===== src/rtl/snes_pad_reader.sv =====
// SNES pad reader: drives latch/clock, samples serial data, decodes 12 buttons and pad presence.
// Latency: one frame of 34*HALF_CYC+1 cycles from frame start to the valid pulse; outputs update the cycle after.
// Backpressure: none; start is accepted only in IDLE, otherwise dropped, and valid is a single-cycle pulse.
module snes_pad_reader #(
   parameter int FREQ    = 21_600_000,
   parameter int POLL_HZ = 60
) (
   input  logic        clk,
   input  logic        I_RSTn,
   input  logic        start,
   output logic        joy_latch,
   output logic        joy_clk,
   input  logic        joy_data,
   output logic [11:0] buttons,
   output logic        valid,
   output logic        present,
   output logic        busy
);

   localparam int POLL_CYC = FREQ / POLL_HZ;
   localparam int HALF_CYC = (FREQ / 1_000_000) * 6;
   localparam int PW       = (POLL_CYC > 2) ? $clog2(POLL_CYC) : 1;
   localparam int HW       = $clog2(2 * HALF_CYC);

   localparam logic [PW-1:0] POLL_LAST  = PW'(POLL_CYC - 1);
   localparam logic [HW-1:0] HALF_LAST  = HW'(HALF_CYC - 1);
   localparam logic [HW-1:0] LATCH_LAST = HW'(2 * HALF_CYC - 1);

   typedef enum logic [2:0] {
      S_IDLE,
      S_LATCH,
      S_CLK_LO,
      S_CLK_HI,
      S_DONE
   } state_t;

   state_t      state_q, state_d;
   logic [PW-1:0] poll_q, poll_d;
   logic [HW-1:0] hcnt_q, hcnt_d;
   logic [4:0]  n_q, n_d;
   logic [16:0] raw_q, raw_d;
   logic        meta_q, sync_q;
   logic [11:0] buttons_q, buttons_d;
   logic        present_q, present_d;
   logic        valid_q, valid_d;
   logic        busy_q, busy_d;
   logic        joy_latch_q, joy_latch_d;
   logic        joy_clk_q, joy_clk_d;
   logic        pad_ok;

   // A standard pad reports four released ID bits, then the line drops after the last shift.
   assign pad_ok = (raw_q[15:12] == 4'hF) && !raw_q[16];

   // Two-flop synchronizer for the asynchronous pad data line.
   always_ff @(posedge clk or negedge I_RSTn) begin
      if (!I_RSTn) begin
         meta_q <= 1'b1;
         sync_q <= 1'b1;
      end else begin
         meta_q <= joy_data;
         sync_q <= meta_q;
      end
   end

   // Next-state, counters, sampling and decode; pin outputs are derived from the next state so they are registered.
   always_comb begin
      state_d   = state_q;
      poll_d    = (poll_q == POLL_LAST) ? poll_q : poll_q + PW'(1);
      hcnt_d    = hcnt_q + HW'(1);
      n_d       = n_q;
      raw_d     = raw_q;
      buttons_d = buttons_q;
      present_d = present_q;

      case (state_q)
         S_IDLE: begin
            hcnt_d = '0;
            if (start || (poll_q == POLL_LAST)) begin
               state_d = S_LATCH;
               poll_d  = '0;
               n_d     = 5'd0;
            end
         end
         S_LATCH: begin
            if (hcnt_q == LATCH_LAST) begin
               raw_d[0] = sync_q;
               n_d      = 5'd1;
               hcnt_d   = '0;
               state_d  = S_CLK_LO;
            end
         end
         S_CLK_LO: begin
            if (hcnt_q == HALF_LAST) begin
               hcnt_d  = '0;
               state_d = S_CLK_HI;
            end
         end
         S_CLK_HI: begin
            if (hcnt_q == HALF_LAST) begin
               raw_d[n_q] = sync_q;
               hcnt_d     = '0;
               if (n_q == 5'd16) begin
                  state_d = S_DONE;
               end else begin
                  n_d     = n_q + 5'd1;
                  state_d = S_CLK_LO;
               end
            end
         end
         S_DONE: begin
            hcnt_d    = '0;
            present_d = pad_ok;
            buttons_d = pad_ok ? ~raw_q[11:0] : 12'h000;
            state_d   = S_IDLE;
         end
         default: begin
            state_d = S_IDLE;
         end
      endcase

      joy_latch_d = (state_d == S_LATCH);
      joy_clk_d   = (state_d != S_CLK_LO);
      busy_d      = (state_d != S_IDLE);
      valid_d     = (state_d == S_DONE);
   end

   // State and output registers; reset clears everything at once, so an aborted frame leaves no partial result.
   always_ff @(posedge clk or negedge I_RSTn) begin
      if (!I_RSTn) begin
         state_q     <= S_IDLE;
         poll_q      <= '0;
         hcnt_q      <= '0;
         n_q         <= 5'd0;
         raw_q       <= '0;
         buttons_q   <= 12'h000;
         present_q   <= 1'b0;
         valid_q     <= 1'b0;
         busy_q      <= 1'b0;
         joy_latch_q <= 1'b0;
         joy_clk_q   <= 1'b1;
      end else begin
         state_q     <= state_d;
         poll_q      <= poll_d;
         hcnt_q      <= hcnt_d;
         n_q         <= n_d;
         raw_q       <= raw_d;
         buttons_q   <= buttons_d;
         present_q   <= present_d;
         valid_q     <= valid_d;
         busy_q      <= busy_d;
         joy_latch_q <= joy_latch_d;
         joy_clk_q   <= joy_clk_d;
      end
   end

   assign joy_latch = joy_latch_q;
   assign joy_clk   = joy_clk_q;
   assign buttons   = buttons_q;
   assign present   = present_q;
   assign valid     = valid_q;
   assign busy      = busy_q;

endmodule


===== config.mk =====
export PLATFORM = sky130hd
export DESIGN_NAME = snes_pad_reader
export DESIGN_NICKNAME = d
export VERILOG_FILES = /design/src/rtl/snes_pad_reader.sv
export SDC_FILE = /design/constraint.sdc
export NUM_CORES = 1
export LEC_CHECK = 0
export ABC_AREA = 1
export BUFFER_PORTS_ARGS = -buffer_cell sky130_fd_sc_hd__buf_2
export CAP_MARGIN = 20
export CORE_UTILIZATION = 40
export DETAILED_ROUTE_END_ITERATION = 7
export PLACE_DENSITY = 0.61
export SLEW_MARGIN = 10
export SYNTH_ARGS = -nofsm -noshare
export SYNTH_HDL_FRONTEND = slang
export SYNTH_SLANG_ARGS = --single-unit

===== constraint.sdc =====
create_clock -name clk -period 2 [get_ports clk]
set_input_delay 0.2 -clock clk [delete_from_list [all_inputs] [get_ports clk]]
set_output_delay 0.2 -clock clk [all_outputs]
set_load 0.02 [all_outputs]

==> run_results.csv <==
group,metric,value,unit
critical_path,crit_type,"register to register",
drt,first_pass_iters,6,
floorplanning,io_pins,21,
min_path,hold_class,"input pin to register",
critical_path,endpoint_kind,"register",
cells_and_area,fillCellCount,876,
cts,htreeDepth,3,
critical_path,cp_num_cells,10,
pwr,p_leak,0.00190,uW
critical_path,critPathMaxFanout,6,
global_routing,grt_pass1_vias,2609,
pwr,clkPwrFrac,0.465,
cts,cts_root_buf,"clkbuf_8",
logic_synthesis,ys.warnings.count,0,
critical_path,cpPeakStageDelay,440,ps
pwr,swShare,0.222,
critical_path,cp.required,2240,ps
critical_path,crit_family,"simple AND/OR/NAND/NOR gates",
cts,clock_sinks,71,
critical_path,ff2ff_setup_slack,310,ps
drt,drc,0,
logic_synthesis,yosys.area.top_type_share,0.459,
global_routing,grt_max_degree,33,
drt,vias,2794,
logic_synthesis,synth.distinct_cells,39,
global_routing,antenna_found_initial,0,
logic_synthesis,post_synth.cell_area_avg,8.77,um2
logic_synthesis,synth-seq-cells,71,
pwr,p_sw,619,uW
drt,wire_per_inst,12.8,um
logic_synthesis,synth_flop_cell,"dfrtp_1",
pwr,p_int,2170,uW
sta,maxSlewViolCount,0,
floorplanning,die_w,98.3,um
critical_path,crit_slowest_cell,"dfrtp_1",
sta,max_freq,592,MHz
sta,fin_skew,12.9,ps
sta,slew-limit-headroom,0.579,
sta,finalSetupViolCount,0,
global_routing,grt_pass1_wl,12500,um
pwr,cellPowerDensity,664,nW/um2
cells_and_area,fin_nets,464,
floorplanning,die-area,9670,um2
cts,cts_made_buffers,9,
logic_synthesis,yosys-top-cells-area,"dfrtp_1, nand2_1, o21ai_0, inv_1, nor2_1",
critical_path,reg2reg_depth,10,
sta,tns,0,ps
critical_path,crit_buf_inv,2,
pwr,ir_drop,0.303,mV
logic_synthesis,synth_seq_area_share,0.480,
logic_synthesis,synth_most_common_cell,"dfrtp_1",
cts,clkTransAtPathRegs,80,ps
cts,cts_tree,"yes",
global_routing,gr-usage-all-layers,0.164,
logic_synthesis,syn_area,3710,um2
critical_path,crit_chain,"inv_1 > ha_1 > nand2_1 > inv_1 > nand3_1 > nand2_1 > nor2_4 > nand2_4 > nand2_1 > nand2_1",
placed_design,routabilityCongestion,0.871,
cells_and_area,area_growth,13.1,%
sta,fin_crit_sh,0.845,
cts,clock_latency,350,ps
logic_synthesis,syn_nets,434,
sta,rsz0062_at_grt,"false",
global_routing,grt_overflow,0,
sta,tightest_slew,631,ps
min_path,min_path_cells,4,
pwr,power,2790,uW
critical_path,critical_path.most_common_cell,"nand2_1",
placed_design,io_buffer_count,20,
drt,via_per_inst,4.94,
critical_path,start_kind,"register",
floorplanning,row_count,34,
drt,wl,7260,um
floorplanning,initial_utilization,0.419,
placed_design,dp_hpwl,5460,um
sta,finalHoldViolations,0,
floorplanning,die_y,98.3,um
outcome,status,"completed",
drt,final_antenna_net_count,0,
critical_path,arrival,1930,ps
cells_and_area,layout-drive-gt1-share,0.190,
logic_synthesis,synth_edf_count,0,
job,drv_cap,0,
pwr,p_seq_frac,0.517,
floorplanning,coreArea,8850,um2
pwr,power_frac_comb,0.018,
logic_synthesis,async_flop_share,1.00,
drt,drtIter0Drc,97,
logic_synthesis,ys_top_cells_by_count,"dfrtp_1, nand2_1, inv_1",
logic_synthesis,yosysTopAreaCell,"dfrtp_1",
sta,fin_crit,1690,ps
cts,cts_max_path_buffers,2,
logic_synthesis,synth_cells,423,
cells_and_area,diodes,0,
[layout make-up]
type / count / area, um2 / area share
Clock buffer: 9 / 124 / 0.0295
Clock inverter: 7 / 100 / 0.0239
Inverter: 51 / 205 / 0.0489
Multi-Input combinational cell: 295 / 1700 / 0.404
Sequential cell: 71 / 1780 / 0.424
Tap cell: 108 / 135 / 0.0322
Timing Repair Buffer: 25 / 155 / 0.0370
[worst min-delay path, cell delays in order]
cell,delay [ps]
buf_2,70
inv_1,120
nand2_8,140
a21oi_1,70
[metal layers]
metal  vias to the layer above  global-route usage  share of wire  wire length [um]
met2                        51               0.256           0.46              3330
li1                       1445                   -              -                 -
met3                         8              0.0322          0.044               317
met4                         0              0.0654          0.013                98
met5                         -                   0              0                 0
met1                      1290               0.226           0.48              3510
[cells by family (layout without fill, tap and decap cells)]
group / count (synthesis) / after routing / share of synthesized area
buf+inv: 57 / 92 / 0.0630
simple gates: 202 / 202 / 0.291
compound gates: 67 / 67 / 0.0981
flops: 71 / 71 / 0.480
xor+xnor: 19 / 19 / 0.0448
fa+ha+maj: 7 / 7 / 0.0236
[power groups by stage]
stage / clock [uW] / combinational [uW] / sequential, uW
after floorplan: 0 / 12.4 / 1470
after global placement: 0 / 50.5 / 1470
after detailed placement: 0 / 50.7 / 1470
after CTS: 1340 / 53.8 / 1440
after global routing: 1400 / 58.9 / 1440
final: 1300 / 50.5 / 1440
[cell usage in the layout (no fill, tap or decap), types with 3 or more instances in the layout]
master    instances
dfstp_2           3
nor2_1           44
nor2_2           12
nand2_2           6
inv_1            45
nor2_4            8
nand3_1          29
inv_2             4
nand2_1          66
o21ai_1           4
inv_6             4
xor2_1           14
xnor2_1           5
buf_2            20
a22oi_1           3
nand3_4           4
clkbuf_8          9
a31oi_1           3
a21oi_1          17
nand4_1           8
o21ai_0          34
nor3_1           16
ha_1              7
dfrtp_1          68
[flip-flops by register name, indices dropped and copies added (netlist names)]
signal / cells
poll_q: 19
raw_q: 17
buttons: 12
hcnt_q: 8
n_q: 5
state_q: 3
busy: 1
joy_clk: 1
joy_latch: 1
meta_q: 1
present: 1
sync_q: 1
valid: 1
[path summary, 6_finish.rpt]
path | startpoint | to
worst min register to register | meta_q | sync_q
worst max register to register | n_q[0] | n_q[2]
worst max-delay path | n_q[0] | n_q[2]
worst min-delay path | start | poll_q[7]
max in group asynchronous | I_RSTn | poll_q[0]
min in group asynchronous | I_RSTn | hcnt_q[7]
[timing repair]
action,4_1_cts,5_1_grt
setup endpoints to repair,0,0
setup buffers,0,0
hold buffers,2,0
hold endpoints to repair,23,0
resized for setup,0,0
[metrics by stage]
stage | std cells | utilization | instance area (um2) | hold WS, ps | worst slack [ps]
final | 566 | 0.474 | 4200 | 294 | 309
after global routing | 566 | 0.474 | 4200 | 321 | 135
after CTS | 566 | 0.474 | 4200 | 284 | 296
after detailed placement | 548 | 0.447 | 3950 | 258 | 312
after global placement | 548 | 0.447 | 3950 | 250 | 329
after floorplan | 423 | - | 3710 | -95.6 | 467
Note: power is estimated with default switching activity, not from simulation.
